**src/rtl/gray_code_generator.sv**
```systemverilog
// ============================================================================
// gray_code_generator
//
// Purpose:
//   Sequential source of Gray-code words. A binary up/down step counter
//   advances on each tick. Its registered value is exported as `bin`. The same
//   value is exported re-encoded as Gray code (bin ^ bin>>1) on `gray`. Both
//   registers update on the same edge, so they are always consistent.
//
//   Tick source (selected by the STEP_BTN_EN macro):
//     - STEP_BTN_EN undefined (default): a free-running prescaler. It counts
//       0..DIV-1 while en=1 and produces one tick every DIV enabled cycles.
//     - STEP_BTN_EN defined: the prescaler is removed. The raw push button
//       `btn_step` goes through a 2-FF synchronizer and a rising-edge
//       detector. Each detected edge with en=1 is one tick. The latency from
//       a button rise to the gray update is 3 clk.
//
// Parameters:
//   WIDTH  counter / Gray word width in bits
//   DIV    clk cycles per automatic step (>=2); unused with STEP_BTN_EN
//
// Ports:
//   clk       in   1      system clock, rising edge
//   rst_n     in   1      asynchronous reset, active-low
//   en        in   1      1 = counting enabled; 0 = hold prescaler/bin/gray
//   up        in   1      direction: 1 = increment, 0 = decrement
//   load      in   1      synchronous load of load_bin (priority over tick)
//   load_bin  in   WIDTH  binary value to load
//   btn_step  in   1      raw push button (only with STEP_BTN_EN)
//   gray      out  WIDTH  registered Gray code of bin
//   bin       out  WIDTH  registered binary count
//   step      out  1      1-cycle pulse: gray changed due to a step
//   wrap      out  1      1-cycle pulse: step crossed max->0 or 0->max
// ============================================================================
module gray_code_generator #(
    parameter int WIDTH = 4,
    parameter int DIV   = 50_000_000
) (
    input  logic             clk,
    input  logic             rst_n,
    input  logic             en,
    input  logic             up,
    input  logic             load,
    input  logic [WIDTH-1:0] load_bin,
`ifdef STEP_BTN_EN
    input  logic             btn_step,
`endif
    output logic [WIDTH-1:0] gray,
    output logic [WIDTH-1:0] bin,
    output logic             step,
    output logic             wrap
);

    function automatic logic [WIDTH-1:0] to_gray(input logic [WIDTH-1:0] b);
        return b ^ (b >> 1);
    endfunction

    logic tick;

`ifdef STEP_BTN_EN
    // Button path. sync[1] is the metastability-safe copy of the button.
    // btn_prev holds the previous value of sync[1] for the rising-edge detector.
    logic [1:0] sync;
    logic       btn_prev;

    always_ff @(posedge clk or negedge rst_n) begin
        if (!rst_n) begin
            sync     <= '0;
            btn_prev <= 1'b0;
        end else begin
            sync     <= {sync[0], btn_step};
            btn_prev <= sync[1];
        end
    end

    assign tick = en && sync[1] && !btn_prev;
`else
    localparam int              CW   = (DIV > 1) ? $clog2(DIV) : 1;
    localparam logic [CW-1:0]   LAST = CW'(DIV - 1);

    logic [CW-1:0] presc;

    // A load restarts the step period, so the next step comes a full
    // DIV enabled cycles after the load.
    always_ff @(posedge clk or negedge rst_n) begin
        if (!rst_n) begin
            presc <= '0;
        end else if (load) begin
            presc <= '0;
        end else if (en) begin
            presc <= (presc == LAST) ? '0 : presc + 1'b1;
        end
    end

    assign tick = en && (presc == LAST);
`endif

    // Next-count candidates. They are used only on a tick edge, so `up` may
    // change freely in every other cycle.
    logic [WIDTH-1:0] next_bin;
    logic             next_wrap;

    assign next_bin  = up ? bin + 1'b1 : bin - 1'b1;
    assign next_wrap = up ? (bin == '1) : (bin == '0);

    // NOTE: sequential state uses non-blocking assignments. Then every register
    // in this block samples the pre-edge values of the others, regardless of
    // statement order.
    always_ff @(posedge clk or negedge rst_n) begin
        if (!rst_n) begin
            bin  <= '0;
            gray <= '0;
            step <= 1'b0;
            wrap <= 1'b0;
        end else if (load) begin
            bin  <= load_bin;
            gray <= to_gray(load_bin);
            step <= 1'b0;
            wrap <= 1'b0;
        end else if (tick) begin
            bin  <= next_bin;
            gray <= to_gray(next_bin);
            step <= 1'b1;
            wrap <= next_wrap;
        end else begin
            step <= 1'b0;
            wrap <= 1'b0;
        end
    end

endmodule

```
**config.mk**
```make
export PLATFORM = sky130hd
export DESIGN_NAME = gray_code_generator
export DESIGN_NICKNAME = d
export VERILOG_FILES = /design/src/rtl/gray_code_generator.sv
export SDC_FILE = /design/constraint.sdc
export NUM_CORES = 1
export LEC_CHECK = 0
export CAP_MARGIN = 30
export CORE_UTILIZATION = 55
export CTS_BUF_LIST = sky130_fd_sc_hd__clkbuf_16
export CTS_CLUSTER_SIZE = 10
export DETAILED_ROUTE_END_ITERATION = 8
export DONT_BUFFER_PORTS = 1
export GPL_TIMING_DRIVEN = 0
export HOLD_SLACK_MARGIN = 0.15
export PLACE_DENSITY = 0.7
export SYNTH_ARGS = -nofsm -noshare
export SYNTH_HDL_FRONTEND = slang
export SYNTH_SLANG_ARGS = --single-unit
export TNS_END_PERCENT = 30
```
**constraint.sdc**
```tcl
create_clock -name clk -period 2.17 [get_ports clk]
set_input_delay 0.217 -clock clk [delete_from_list [all_inputs] [get_ports clk]]
set_output_delay 0.217 -clock clk [all_outputs]
set_load 0.01 [all_outputs]
```
==> key figures <==
Placement
  – Setup Slack @ Placement: 0.0712 ns
  – Placer's final routability congestion estimate: 0.771
  – Detailed placement HPWL: 2760 microns
  – Post-place instance area: 2060 sq um
  – Placed Cells incl. Taps: 249
  – Port Buf Inserts: 0

Worst setup path
  – Worst path required time: 2.36 ns
  – Critical path startpoint category: flip-flop
  – Crit Path Category: flip-flop to flip-flop
  – Largest driver fanout on the critical path: 8
  – Reg-to-reg setup timing slack: 0.11 ns
  – Data arrival time of the critical path: 2.25 ns
  – Worst setup EP type: flip-flop

STA
  – Post-route setup TNS: 0 ns
  – Worst-Margin Slew: 0.639 ns
  – Minimum clock period after layout: 2.06 ns
  – Achievable frequency: 486 MHz
  – Total count of hold-check failures in the final report: 0
  – Pins over their slew limit: 0
  – Worst Skew: 0.00397 ns
  – Final hold slack: 0.171 ns
  – Final critical-path share of the clock period: 0.947
  – Slew Limit Headroom: 0.571
  – Fin worst setup slack: 0.114 ns
  – Final Setup Violations: 0

Power
  – Worst voltage drop across the vdd grid: 494 uV
  – Switching part of the total power: 0.223
  – Combinational share of power: 0.099
  – Switching Power: 0.369 mW
  – Total design power: 1.65 mW
  – Total power density per cell area: 719 nW/um^2
  – Clock network power share: 0.479
  – Leakage: 0.948 nW
  – Sequential fraction of design power: 0.423
  – Pint: 1.28 mW

Layout
  – Antenna diodes: 0
  – Non-Filler Cell Area, Final: 2300 sq um
  – Fraction of layout cells with a size suffix above 1: 0.106
  – Layout filler cell count: 272
  – Net total in the final layout: 228
  – Number of standard cells in the final layout excluding fillers: 262
  – Final Util: 0.673
  – Area Overhead vs Synth: 14.8%

Logic synthesis
  – Per-instance average area after synthesis: 9.86 sq um
  – Netlist area before placement: 2000 sq um
  – Combinational family with the most area after synthesis: simple AND/OR/NAND/NOR gates
  – Synthesized instance count: 203
  – Mux share of post-synthesis cell area: 0.0306
  – Compound-Gate Fraction of Synth Area: 0.0575
  – Top flip-flop cell by instance count after synthesis: sky130_fd_sc_hd__dfrtp_1
  – Synth warnings: 0
  – Fraction of registers with async set/reset: 1.00
  – Post-synthesis register bit count: 35
  – Simple-gate share of the synthesized area: 0.261
  – Top-area cell type share of the netlist area: 0.438
  – Post-synth EDFFs: 0
  – Cells taking the most area after synthesis: sky130_fd_sc_hd__dfrtp_1, sky130_fd_sc_hd__xor2_1, sky130_fd_sc_hd__xnor2_1
  – Sequential element share of the synthesized area: 0.438
  – Post-Synth Adder-Cell Area: 0.0288
  – Distinct cell type count after synthesis: 40
  – Nets in the synthesized netlist: 216
  – Cell taking the most area after synthesis: sky130_fd_sc_hd__dfrtp_1
  – Post-synthesis xor/xnor area fraction: 0.140

GRT
  – Global-route wire length before repair: 7380 microns
  – Vias in the first global route: 1582
  – Leftover overflow at the end of global routing: 0
  – Total Routing Usage GR: 0.245
  – Initial antenna violation count: 0
  – Largest net degree at the start of global routing: 36

Clocking
  – Total clock buffers created by CTS: 5
  – Cell chosen for the clock root: sky130_fd_sc_hd__clkbuf_16
  – Clock sink count: 35
  – Total number of H-tree levels: 2
  – CTS clk-pin slew, worst paths: 0.05 ns
  – Number of buffers added for setup after CTS: 0
  – Max clock buf depth: 2
  – Clock tree from TritonCTS: built
  – Clk_lat worst skew: 0.28 ns

Route
  – Via-to-Cell Ratio: 5.76
  – Routed len/inst: 15.6 microns
  – Total via count in the routed design: 1510
  – Final wirelength: 4090 microns
  – Number of nets still failing antenna checks after routing: 0
  – Number of iterations in the first detailed-routing pass: 4
  – Iteration-0 DRC count of the detailed router: 72
  – DRC violations left: 0

Floorplan
  – Initial core utilization: 0.586
  – DIE AREA: 3880 sq um
  – Core region area: 3420 sq um
  – Top-level I/O count: 19
  – Die extent in x: 62.3 microns
  – Num rows: 21
  – Height of the die: 62.3 microns

Run
  – Max-cap check violation count: 0

Worst hold path
  – Worst hold-check path type: input port to flip-flop

Run status
  – Outcome: complete, no violations
## sequential cells by signal, indices dropped and copies added, names as in the netlist
signal	cells
presc	26
gray	4
bin	3
step	1
wrap	1
## per-layer routing
metal	part of all wire	vias up	track usage
met5	0	-	0
met4	0.011	0	0.0843
met3	0.034	4	0.0680
met2	0.49	23	0.398
met1	0.46	758	0.313
li1	-	725	-
## cells in the mapped netlist, drive strengths merged, types with 5 or more instances
library cell,number
a21oi,5
o21ai,7
nand2,16
xnor2,12
nand4,8
xor2,20
buf,6
nor3,5
nor2,26
dfrtp,35
nand3,13
mux2i,5
## kinds of logic after synthesis
family | after synthesis
xor gates and xnor gates | 32
AOI/OAI and AO/OA | 19
buffers and inverters | 13
DFF | 35
muxes | 6
and+or+nand+nor | 94
adders and majority gates | 4
## power groups by stage
stage	clock (mW)	sequential, mW	combinational (mW)
CTS	0.814	0.698	0.159
floorplan	0	0.703	0.112
global route	0.839	0.700	0.183
finish	0.791	0.698	0.163
global placement	0	0.707	0.128
detailed placement	0	0.709	0.133
## repair_timing
| item | 4_1_cts | 5_1_grt |
|---|---|---|
| setup endpoints to repair | 0 | 8 |
| gates resized for setup | 0 | 3 |
| hold endpoints to repair | 39 | 0 |
| hold buffers | 5 | 0 |
## worst max-delay path, stage by stage, from the launching register on
cell and delay, ns:
sky130_fd_sc_hd__dfrtp_1 0.42, sky130_fd_sc_hd__or4_4 0.54, sky130_fd_sc_hd__nor3_2 0.17, sky130_fd_sc_hd__and3_1 0.20
sky130_fd_sc_hd__buf_6 0.15, sky130_fd_sc_hd__mux2_2 0.34, sky130_fd_sc_hd__o21ai_0 0.15
## path summary, 6_finish.rpt
check,end,cells after the start,from
hold / removal,gray[0]$_DFFE_PN0P_,3,load_bin[0]
max in group asynchronous,presc[13]$_DFFE_PN0P_,2,rst_n
setup reg to reg,bin[1]$_DFFE_PN0P_,6,presc[11]$_DFFE_PN0P_
setup / recovery,bin[1]$_DFFE_PN0P_,6,presc[11]$_DFFE_PN0P_
hold reg to reg,presc[23]$_DFFE_PN0P_,2,presc[23]$_DFFE_PN0P_
min in group asynchronous,bin[1]$_DFFE_PN0P_,2,rst_n
## placed cells by master, fill, tap and decap left out, types with 2 or more instances in the layout
master / instances
sky130_fd_sc_hd__and4_1: 2
sky130_fd_sc_hd__nand4b_1: 3
sky130_fd_sc_hd__and3_1: 4
sky130_fd_sc_hd__nor3_1: 3
sky130_fd_sc_hd__nand3_1: 13
sky130_fd_sc_hd__clkbuf_1: 3
sky130_fd_sc_hd__xor2_1: 20
sky130_fd_sc_hd__dlygate4sd3_1: 4
sky130_fd_sc_hd__buf_6: 3
sky130_fd_sc_hd__xnor2_1: 11
sky130_fd_sc_hd__mux2i_1: 5
sky130_fd_sc_hd__nor3b_1: 3
sky130_fd_sc_hd__nor4_4: 2
sky130_fd_sc_hd__a21oi_1: 5
sky130_fd_sc_hd__nand2_1: 16
sky130_fd_sc_hd__inv_1: 4
sky130_fd_sc_hd__o21ai_0: 7
sky130_fd_sc_hd__dfrtp_1: 35
sky130_fd_sc_hd__nand2b_1: 4
sky130_fd_sc_hd__nor3_2: 2
sky130_fd_sc_hd__clkbuf_16: 5
sky130_fd_sc_hd__nand4_1: 8
sky130_fd_sc_hd__a21boi_0: 2
sky130_fd_sc_hd__or3_1: 2
sky130_fd_sc_hd__ha_1: 3
sky130_fd_sc_hd__nor2_1: 25
## final cells by class
cell class,instances,area [sq um],share of cell area
Tap cell,46,57.6,0.0251
Inverter,4,15.0,0.00654
Clock inverter,3,38.8,0.0169
Multi-Input combinational cell,155,1050,0.458
Clock buffer,5,125,0.0545
Timing Repair Buffer,5,60.1,0.0261
Buffer,9,72.6,0.0316
Sequential cell,35,876,0.381
Note: power is estimated with default switching activity, not from simulation.
